`config.mk`:
```
export PLATFORM = sky130hd
export DESIGN_NAME = regfile_write_arbiter_flat
export DESIGN_NICKNAME = d
export VERILOG_FILES = /design/src/rtl/regfile_write_arbiter_pkg.sv /design/src/rtl/regfile_write_arbiter_if.sv /design/src/rtl/regfile_write_arbiter_wb_queue.sv /design/src/rtl/regfile_write_arbiter.sv /design/src/flat_wrapper.sv
export SDC_FILE = /design/constraint.sdc
export NUM_CORES = 1
export LEC_CHECK = 0
export BUFFER_PORTS_ARGS = -buffer_cell sky130_fd_sc_hd__buf_2
export CORE_MARGIN = 1.5
export CORE_UTILIZATION = 50
export CTS_BUF_LIST = sky130_fd_sc_hd__clkbuf_4 sky130_fd_sc_hd__clkbuf_8
export DETAILED_ROUTE_END_ITERATION = 16
export PLACE_DENSITY = 0.78
export SLEW_MARGIN = 10
export SYNTH_ARGS = -nofsm -noshare
export SYNTH_HDL_FRONTEND = slang
export SYNTH_SLANG_ARGS = --single-unit
export TNS_END_PERCENT = 5
```
`constraint.sdc`:
```
create_clock -name w_clk -period 1.7 [get_ports w_clk]
set_input_delay 0.34 -clock w_clk [delete_from_list [all_inputs] [get_ports w_clk]]
set_output_delay 0.34 -clock w_clk [all_outputs]
set_load 0.05 [all_outputs]
```
`src/rtl/regfile_write_arbiter_pkg.sv`:
```
// Shared defaults and types for the register-file write arbiter slice.
package regfile_write_arbiter_pkg;

  localparam int unsigned DEF_DWIDTH = 32;
  localparam int unsigned DEF_AWIDTH = 5;
  localparam int unsigned DEF_QDEPTH = 2;

  // Source feeding the write port on the next cycle.
  typedef enum logic [1:0] {
    SRC_IDLE,
    SRC_WB,
    SRC_LU
  } wr_src_e;

endpackage

```
`src/rtl/regfile_write_arbiter_if.sv`:
```
// Writer-side bus: pipeline WB request, long-latency handshake, write port, hazard query.
interface regfile_write_arbiter_if
  import regfile_write_arbiter_pkg::*;
#(
  parameter int unsigned DWIDTH = DEF_DWIDTH,
  parameter int unsigned AWIDTH = DEF_AWIDTH
);

  logic              w_wb_valid;
  logic [AWIDTH-1:0] w_wb_addr;
  logic [DWIDTH-1:0] w_wb_data;
  logic              w_lu_valid;
  logic              w_lu_ready;
  logic [AWIDTH-1:0] w_lu_addr;
  logic [DWIDTH-1:0] w_lu_data;
  logic              w_wr_en;
  logic [AWIDTH-1:0] w_wr_addr;
  logic [DWIDTH-1:0] w_wr_data;
  logic [AWIDTH-1:0] w_chk_addr;
  logic              w_chk_hit;

  // Requesters and consumers of the write port.
  modport master (
    output w_wb_valid, w_wb_addr, w_wb_data,
    output w_lu_valid, w_lu_addr, w_lu_data,
    output w_chk_addr,
    input  w_lu_ready, w_wr_en, w_wr_addr, w_wr_data, w_chk_hit
  );

  // The arbiter itself.
  modport slave (
    input  w_wb_valid, w_wb_addr, w_wb_data,
    input  w_lu_valid, w_lu_addr, w_lu_data,
    input  w_chk_addr,
    output w_lu_ready, w_wr_en, w_wr_addr, w_wr_data, w_chk_hit
  );

endinterface

```
`src/rtl/regfile_write_arbiter_wb_queue.sv`:
```
// Small FIFO holding long-latency writes; exposes per-entry valid/addr for hazard compare.
module wb_queue #(
  parameter int unsigned DWIDTH = 32,
  parameter int unsigned AWIDTH = 5,
  parameter int unsigned QDEPTH = 2,
  localparam int unsigned PW    = $clog2(QDEPTH),
  localparam int unsigned CW    = PW + 1
) (
  input  logic                          clk,
  input  logic                          rst_n,
  input  logic                          push,
  input  logic [AWIDTH-1:0]             push_addr,
  input  logic [DWIDTH-1:0]             push_data,
  input  logic                          pop,
  output logic [AWIDTH-1:0]             head_addr,
  output logic [DWIDTH-1:0]             head_data,
  output logic [CW-1:0]                 count,
  output logic [QDEPTH-1:0]             ent_valid,
  output logic [QDEPTH-1:0][AWIDTH-1:0] ent_addr
);

  logic [QDEPTH-1:0][AWIDTH-1:0] addr_q;
  logic [DWIDTH-1:0]             data_q [QDEPTH];
  logic [QDEPTH-1:0]             valid_q;
  logic [PW-1:0]                 wr_ptr;
  logic [PW-1:0]                 rd_ptr;
  logic [CW-1:0]                 count_q;

  // Storage, pointers and occupancy; pointers wrap naturally at power-of-two depth.
  always_ff @(posedge clk or negedge rst_n) begin
    if (!rst_n) begin
      addr_q  <= '0;
      for (int unsigned i = 0; i < QDEPTH; i++) data_q[i] <= '0;
      valid_q <= '0;
      wr_ptr  <= '0;
      rd_ptr  <= '0;
      count_q <= '0;
    end else begin
      // Push and pop never target the same slot: pop needs non-empty, push needs non-full.
      if (push) begin
        addr_q[wr_ptr]  <= push_addr;
        data_q[wr_ptr]  <= push_data;
        valid_q[wr_ptr] <= 1'b1;
        wr_ptr          <= wr_ptr + 1'b1;
      end
      if (pop) begin
        valid_q[rd_ptr] <= 1'b0;
        rd_ptr          <= rd_ptr + 1'b1;
      end
      if (push && !pop) count_q <= count_q + 1'b1;
      else if (pop && !push) count_q <= count_q - 1'b1;
    end
  end

  assign head_addr = addr_q[rd_ptr];
  assign head_data = data_q[rd_ptr];
  assign count     = count_q;
  assign ent_valid = valid_q;
  assign ent_addr  = addr_q;

endmodule

```
`src/rtl/regfile_write_arbiter.sv`:
```
// Merges pipeline WB writes with queued long-latency results onto one register-file write port.
module regfile_write_arbiter
  import regfile_write_arbiter_pkg::*;
#(
  parameter int unsigned DWIDTH = DEF_DWIDTH,
  parameter int unsigned AWIDTH = DEF_AWIDTH,
  parameter int unsigned QDEPTH = DEF_QDEPTH,
  localparam int unsigned CW    = $clog2(QDEPTH) + 1
) (
  input  logic                  w_clk,
  input  logic                  w_rst,
  regfile_write_arbiter_if.slave bus
);

  logic [AWIDTH-1:0]             head_addr;
  logic [DWIDTH-1:0]             head_data;
  logic [CW-1:0]                 q_count;
  logic [QDEPTH-1:0]             ent_valid;
  logic [QDEPTH-1:0][AWIDTH-1:0] ent_addr;

  logic    lu_ready;
  logic    q_push;
  logic    q_pop;
  wr_src_e src;
  logic    hit;

  logic              wr_en_q;
  logic [AWIDTH-1:0] wr_addr_q;
  logic [DWIDTH-1:0] wr_data_q;

  wb_queue #(
    .DWIDTH(DWIDTH),
    .AWIDTH(AWIDTH),
    .QDEPTH(QDEPTH)
  ) u_queue (
    .clk       (w_clk),
    .rst_n     (w_rst),
    .push      (q_push),
    .push_addr (bus.w_lu_addr),
    .push_data (bus.w_lu_data),
    .pop       (q_pop),
    .head_addr (head_addr),
    .head_data (head_data),
    .count     (q_count),
    .ent_valid (ent_valid),
    .ent_addr  (ent_addr)
  );

  // Arbitration: live WB write first, then queue head; r0 writes are swallowed at the input.
  always_comb begin
    lu_ready = q_count < CW'(QDEPTH);
    q_push   = bus.w_lu_valid && lu_ready && (bus.w_lu_addr != '0);
    src      = SRC_IDLE;
    if (bus.w_wb_valid && (bus.w_wb_addr != '0)) src = SRC_WB;
    else if (q_count != '0)                      src = SRC_LU;
    q_pop    = (src == SRC_LU);
  end

  // Registered write port; addr/data hold their last values while idle.
  always_ff @(posedge w_clk or negedge w_rst) begin
    if (!w_rst) begin
      wr_en_q   <= 1'b0;
      wr_addr_q <= '0;
      wr_data_q <= '0;
    end else begin
      case (src)
        SRC_WB: begin
          wr_en_q   <= 1'b1;
          wr_addr_q <= bus.w_wb_addr;
          wr_data_q <= bus.w_wb_data;
        end
        SRC_LU: begin
          wr_en_q   <= 1'b1;
          wr_addr_q <= head_addr;
          wr_data_q <= head_data;
        end
        default: wr_en_q <= 1'b0;
      endcase
    end
  end

  // Pending-write lookup for the hazard unit: any queued entry or the write now on the port.
  always_comb begin
    hit = 1'b0;
    if (bus.w_chk_addr != '0) begin
      if (wr_en_q && (wr_addr_q == bus.w_chk_addr)) hit = 1'b1;
      for (int unsigned i = 0; i < QDEPTH; i++) begin
        if (ent_valid[i] && (ent_addr[i] == bus.w_chk_addr)) hit = 1'b1;
      end
    end
  end

  assign bus.w_lu_ready = lu_ready;
  assign bus.w_chk_hit  = hit;
  assign bus.w_wr_en    = wr_en_q;
  assign bus.w_wr_addr  = wr_addr_q;
  assign bus.w_wr_data  = wr_data_q;

endmodule

```
`src/flat_wrapper.sv`:
```
// flat-port wrapper written by rule: the top's interface ports become plain ports
module regfile_write_arbiter_flat import regfile_write_arbiter_pkg::*;
#(
  parameter int unsigned DWIDTH = DEF_DWIDTH,
  parameter int unsigned AWIDTH = DEF_AWIDTH,
  parameter int unsigned QDEPTH = DEF_QDEPTH,
  localparam int unsigned CW    = $clog2(QDEPTH) + 1
)
  (w_clk, w_rst, bus_w_wb_valid, bus_w_wb_addr, bus_w_wb_data, bus_w_lu_valid, bus_w_lu_addr, bus_w_lu_data, bus_w_chk_addr, bus_w_lu_ready, bus_w_wr_en, bus_w_wr_addr, bus_w_wr_data, bus_w_chk_hit);
  regfile_write_arbiter_if #(.DWIDTH(DWIDTH), .AWIDTH(AWIDTH)) bus_i ();
  input  logic w_clk;
  input  logic w_rst;
  input wire logic [$bits(bus_i.w_wb_valid)-1:0] bus_w_wb_valid;
  input wire logic [$bits(bus_i.w_wb_addr)-1:0] bus_w_wb_addr;
  input wire logic [$bits(bus_i.w_wb_data)-1:0] bus_w_wb_data;
  input wire logic [$bits(bus_i.w_lu_valid)-1:0] bus_w_lu_valid;
  input wire logic [$bits(bus_i.w_lu_addr)-1:0] bus_w_lu_addr;
  input wire logic [$bits(bus_i.w_lu_data)-1:0] bus_w_lu_data;
  input wire logic [$bits(bus_i.w_chk_addr)-1:0] bus_w_chk_addr;
  output wire logic [$bits(bus_i.w_lu_ready)-1:0] bus_w_lu_ready;
  output wire logic [$bits(bus_i.w_wr_en)-1:0] bus_w_wr_en;
  output wire logic [$bits(bus_i.w_wr_addr)-1:0] bus_w_wr_addr;
  output wire logic [$bits(bus_i.w_wr_data)-1:0] bus_w_wr_data;
  output wire logic [$bits(bus_i.w_chk_hit)-1:0] bus_w_chk_hit;
  assign bus_i.w_wb_valid = bus_w_wb_valid;
  assign bus_i.w_wb_addr = bus_w_wb_addr;
  assign bus_i.w_wb_data = bus_w_wb_data;
  assign bus_i.w_lu_valid = bus_w_lu_valid;
  assign bus_i.w_lu_addr = bus_w_lu_addr;
  assign bus_i.w_lu_data = bus_w_lu_data;
  assign bus_i.w_chk_addr = bus_w_chk_addr;
  assign bus_w_lu_ready = bus_i.w_lu_ready;
  assign bus_w_wr_en = bus_i.w_wr_en;
  assign bus_w_wr_addr = bus_i.w_wr_addr;
  assign bus_w_wr_data = bus_i.w_wr_data;
  assign bus_w_chk_hit = bus_i.w_chk_hit;
  regfile_write_arbiter #(.DWIDTH(DWIDTH), .AWIDTH(AWIDTH), .QDEPTH(QDEPTH)) u_core (.w_clk(w_clk), .w_rst(w_rst), .bus(bus_i));
endmodule
```
==> run_results.csv <==
group,metric,value,unit
global_route,met2_usage,0.363,
global_route,grt_use_met1,0.276,
global_route,grt_max_degree,72,
clocking,worstSkewPairLatency,0.43,ns
synthesis,yosysUniqueCellTypes,31,
critical_path,cp_num_buf_inv,1,
timing,setup_violations,1,
floorplan,rows,37,
detailed_routing,vias,3939,
power_and_ir_drop,comb_power_share,0.446,
timing,drv_slew,0,
synthesis,syn_nets,538,
timing,skew,0.00925,ns
synthesis,syn_avg_cell_area,11.8,µm²
clocking,clock_sink_count,118,
clocking,clk_path_buf_depth,2,
critical_path,crit_cells,5,
critical_path,critPathCaptureType,"primary output",
job,drv_cap,0,
clocking,cts_tree,"yes",
placement,port_buffers,122,
hold_path,hold_path_depth,3,
power_and_ir_drop,swShare,0.388,
power_and_ir_drop,switchingPower,5.47,mW
status,failed_checks,"setup timing",
clocking,cts_buffers,17,
synthesis,ys_seq_area_frac,0.551,
floorplan,die_area,11300,µm²
global_route,grt_pass1_wl,19100,µm
timing,tightest_slew,0.648,ns
critical_path,crit_slowest_cell,"dfrtp_1",
critical_path,cp_top_family,"simple AND/OR/NAND/NOR gates",
placement,routabilityCongestion,0.816,
critical_path,max_stage_delay,0.40,ns
timing,clock.fmax,0.460,GHz
placement,dp_hpwl,8040,µm
power_and_ir_drop,seqPwrFrac,0.352,
critical_path,rrSetupSlack,0.10,ns
global_route,top_usage_layer,"met2",
floorplan,die-height,107,µm
critical_path,arrival,1.84,ns
detailed_routing,drt-pass1-iter-count,5,
floorplan,core_area,10400,µm²
critical_path,path_cells,"xor2_1 > nor4_2 > nand3_1 > a21oi_4 > buf_6",
timing,slew-limit-headroom,0.568,
floorplan,initial_utilization,0.517,
power_and_ir_drop,power_density,2060,nW/µm²
synthesis,syn_inst,454,
detailed_routing,drt_iter0_markers,167,
global_route,track_usage,0.220,
timing,fin_crit_sh,1.28,
power_and_ir_drop,clockPowerShare,0.202,
finish,nets,686,
synthesis,synth_area,5360,µm²
critical_path,reg2reg_depth,4,
clocking,cts.reportedPaths.clkPinSlew,0.07,ns
power_and_ir_drop,ir_drop,0.898,mV
clocking,cts-root-buf,"clkbuf_8",
critical_path,reg2reg_to,"u_core.u_queue.data_q[57]",
finish,drive_gt1_frac,0.450,
timing,rsz0062_at_grt,"yes",
clocking,cts-htree-levels,4,
detailed_routing,wl_per_cell,15.4,µm
critical_path,required,1.36,ns
hold_path,hp-start,"bus_w_wb_data[20]",
detailed_routing,drtAntennaViolNets,0,
synthesis,synth_warnings,0,
global_route,grt_pass1_vias,3991,
global_route,antenna_found_initial,0,
critical_path,path_class,"reg2out",
global_route,grt_overflow,0,
detailed_routing,viasPerCell,5.25,
global_route,use_met3,0.0632,
critical_path,critPathMaxFanout,2,
critical_path,start_kind,"flop",
power_and_ir_drop,p_leak,3.26,nW
detailed_routing,drc,0,
hold_path,hold_path_class,"in2reg",
floorplan,die_w,107,µm
timing,hold_violations,0,
timing,holdWs,0.113,ns
finish,area_growth,27.4,%
timing,fin_ws,-0.476,ns
power_and_ir_drop,p_int,8.62,mW
hold_path,holdPathEnd,"u_core.bus.w_wr_data[20]",
placement,dp.cells,717,
finish,antenna_cells,0,
finish,final_util,0.658,
floorplan,pin_count,123,
critical_path,r2r_start,"u_core.u_queue.count[1]",
synthesis,synth_seq_cells,118,
timing,period_minus_slack,2.18,ns
finish,fillers,812,
status,outcome,"finished, violations left",
finish,fin_cells,751,
detailed_routing,wirelength,11600,µm
[state kept, by name, indices dropped and copies added (netlist names)]
| register | cells |
|---|---|
| u_core.u_queue.ent_valid | 2 |
| u_core.u_queue.wr_ptr | 1 |
| u_core.u_queue.data_q | 64 |
| u_core.u_queue.rd_ptr | 1 |
| u_core.bus.w_wr_en | 1 |
| u_core.bus.w_wr_addr | 5 |
| u_core.u_queue.count | 2 |
| u_core.u_queue.ent_addr | 10 |
| u_core.bus.w_wr_data | 32 |
[metrics by stage]
| step | setup TNS [ns] | power (mW) | setup slack [ns] | area [µm²] |
|---|---|---|---|---|
| 2_1_floorplan | -0.600 | 9.46 | -0.230 | 5370 |
| 3_3_place_gp | -12.57 | 11.0 | -0.288 | 6330 |
| 3_5_place_dp | -14.28 | 11.2 | -0.330 | 6330 |
| 4_1_cts | -0.454 | 14.1 | -0.454 | 6800 |
| 5_1_grt | -0.566 | 15.0 | -0.566 | 6830 |
| 6_report | -0.476 | 14.1 | -0.476 | 6830 |
[repair_timing]
action | in CTS | in global routing
endpoints found under the hold margin | 21 | 0
pin swaps | 2 | 5
setup endpoints to repair | 1 | 45
setup buffers | 0 | 1
gates cloned | 0 | 0
hold buffers | 1 | 0
resized for setup | 2 | 5
[placed cells by master, fill, tap and decap left out, types with 2 or more instances in the layout]
cell type   count
a21oi_1        36
a21oi_2         2
buf_12          8
buf_2         119
buf_4          28
buf_6           2
bufinv_16       4
clkbuf_4        4
clkbuf_8       20
clkinv_2        2
clkinvlp_4      2
dfrtp_1       117
inv_1           2
mux2_2         74
mux2i_1        36
nand2_1        37
nand2b_1        2
nor2_1         42
nor2_4          2
nor4_2          2
o21ai_0        34
o21ai_1         2
or4_1           2
xnor2_1         5
xor2_1         15
[worst max path at each step]
stage	startpoint	end	slack [ns]
after floorplan	bus_w_wb_addr[1]	u_core.u_queue.count[1]	-0.23
after global placement	bus_w_wb_addr[1]	u_core.u_queue.count[1]	-0.29
after detailed placement	bus_w_wb_addr[1]	u_core.u_queue.count[1]	-0.33
after CTS	u_core.u_queue.ent_addr[2]	bus_w_chk_hit	-0.45
after global routing	u_core.u_queue.ent_addr[3]	bus_w_chk_hit	-0.57
final	u_core.u_queue.ent_addr[3]	bus_w_chk_hit	-0.48
[final cells by class]
type	instances	area, µm²	share of cell area
Sequential cell	118	2950	0.433
Multi-Input combinational cell	304	2240	0.329
Timing Repair Buffer	158	998	0.146
Clock buffer	24	305	0.0447
Tap cell	136	170	0.0249
Clock inverter	8	145	0.0213
Inverter	3	11.3	0.00165
[synth_stat cells]
library cell	n	area, µm²
a211oi_1	1	7.51
a21oi_1	37	185
a21oi_2	2	17.5
a221o_2	1	11.3
a22oi_1	1	7.51
a32oi_1	1	8.76
buf_2	9	45.0
buf_4	3	22.5
buf_6	9	101
clkbuf_1	8	30.0
dfrtp_1	118	2950
ha_1	1	12.5
inv_1	2	7.51
inv_2	1	3.75
mux2_2	74	833
mux2i_1	36	360
nand2_1	38	143
nand2b_1	2	12.5
nand3_1	1	5.00
nor2_1	43	161
nor2_4	1	11.3
nor3_1	1	5.00
nor3_2	1	10.0
nor4_1	3	18.8
o211ai_1	1	7.51
o21a_1	1	7.51
o21ai_0	34	170
o21ai_1	2	10.0
or4_1	2	15.0
xnor2_1	5	43.8
xor2_1	15	131
[worst reg2reg max path: stages, from the launching register on]
cell and delay, ns:
dfrtp_1 0.39, nand2b_1 0.21, a211oi_4 0.30, buf_12 0.22, mux2_2 0.36
[power groups by stage]
stage                     Clock (mW)  Combinational (mW)  Sequential [mW]
after floorplan                    0                3.37             6.09
after global placement             0                6.08             4.89
after detailed placement           0                6.25             5.00
after CTS                       2.90                6.29             4.96
after global routing            3.05                6.86             5.11
final                           2.84                6.28             4.96
[layer usage]
layer | vias up | part of all wire
met2 | 124 | 0.49
met3 | 17 | 0.054
met4 | 0 | 0.019
met5 | - | 0
met1 | 1937 | 0.44
li1 | 1861 | -
[cells by family (layout without fill, tap and decap cells)]
logic type	after synthesis	count (layout)	synth area share
flops	118	118	0.551
mux	110	110	0.223
buf+inv	32	193	0.0392
xor+xnor	20	20	0.0327
fa+ha+maj	1	1	0.00233
simple gates	92	92	0.0712
compound gates	81	81	0.0808
No activity file was read; power rests on OpenSTA's default activity.
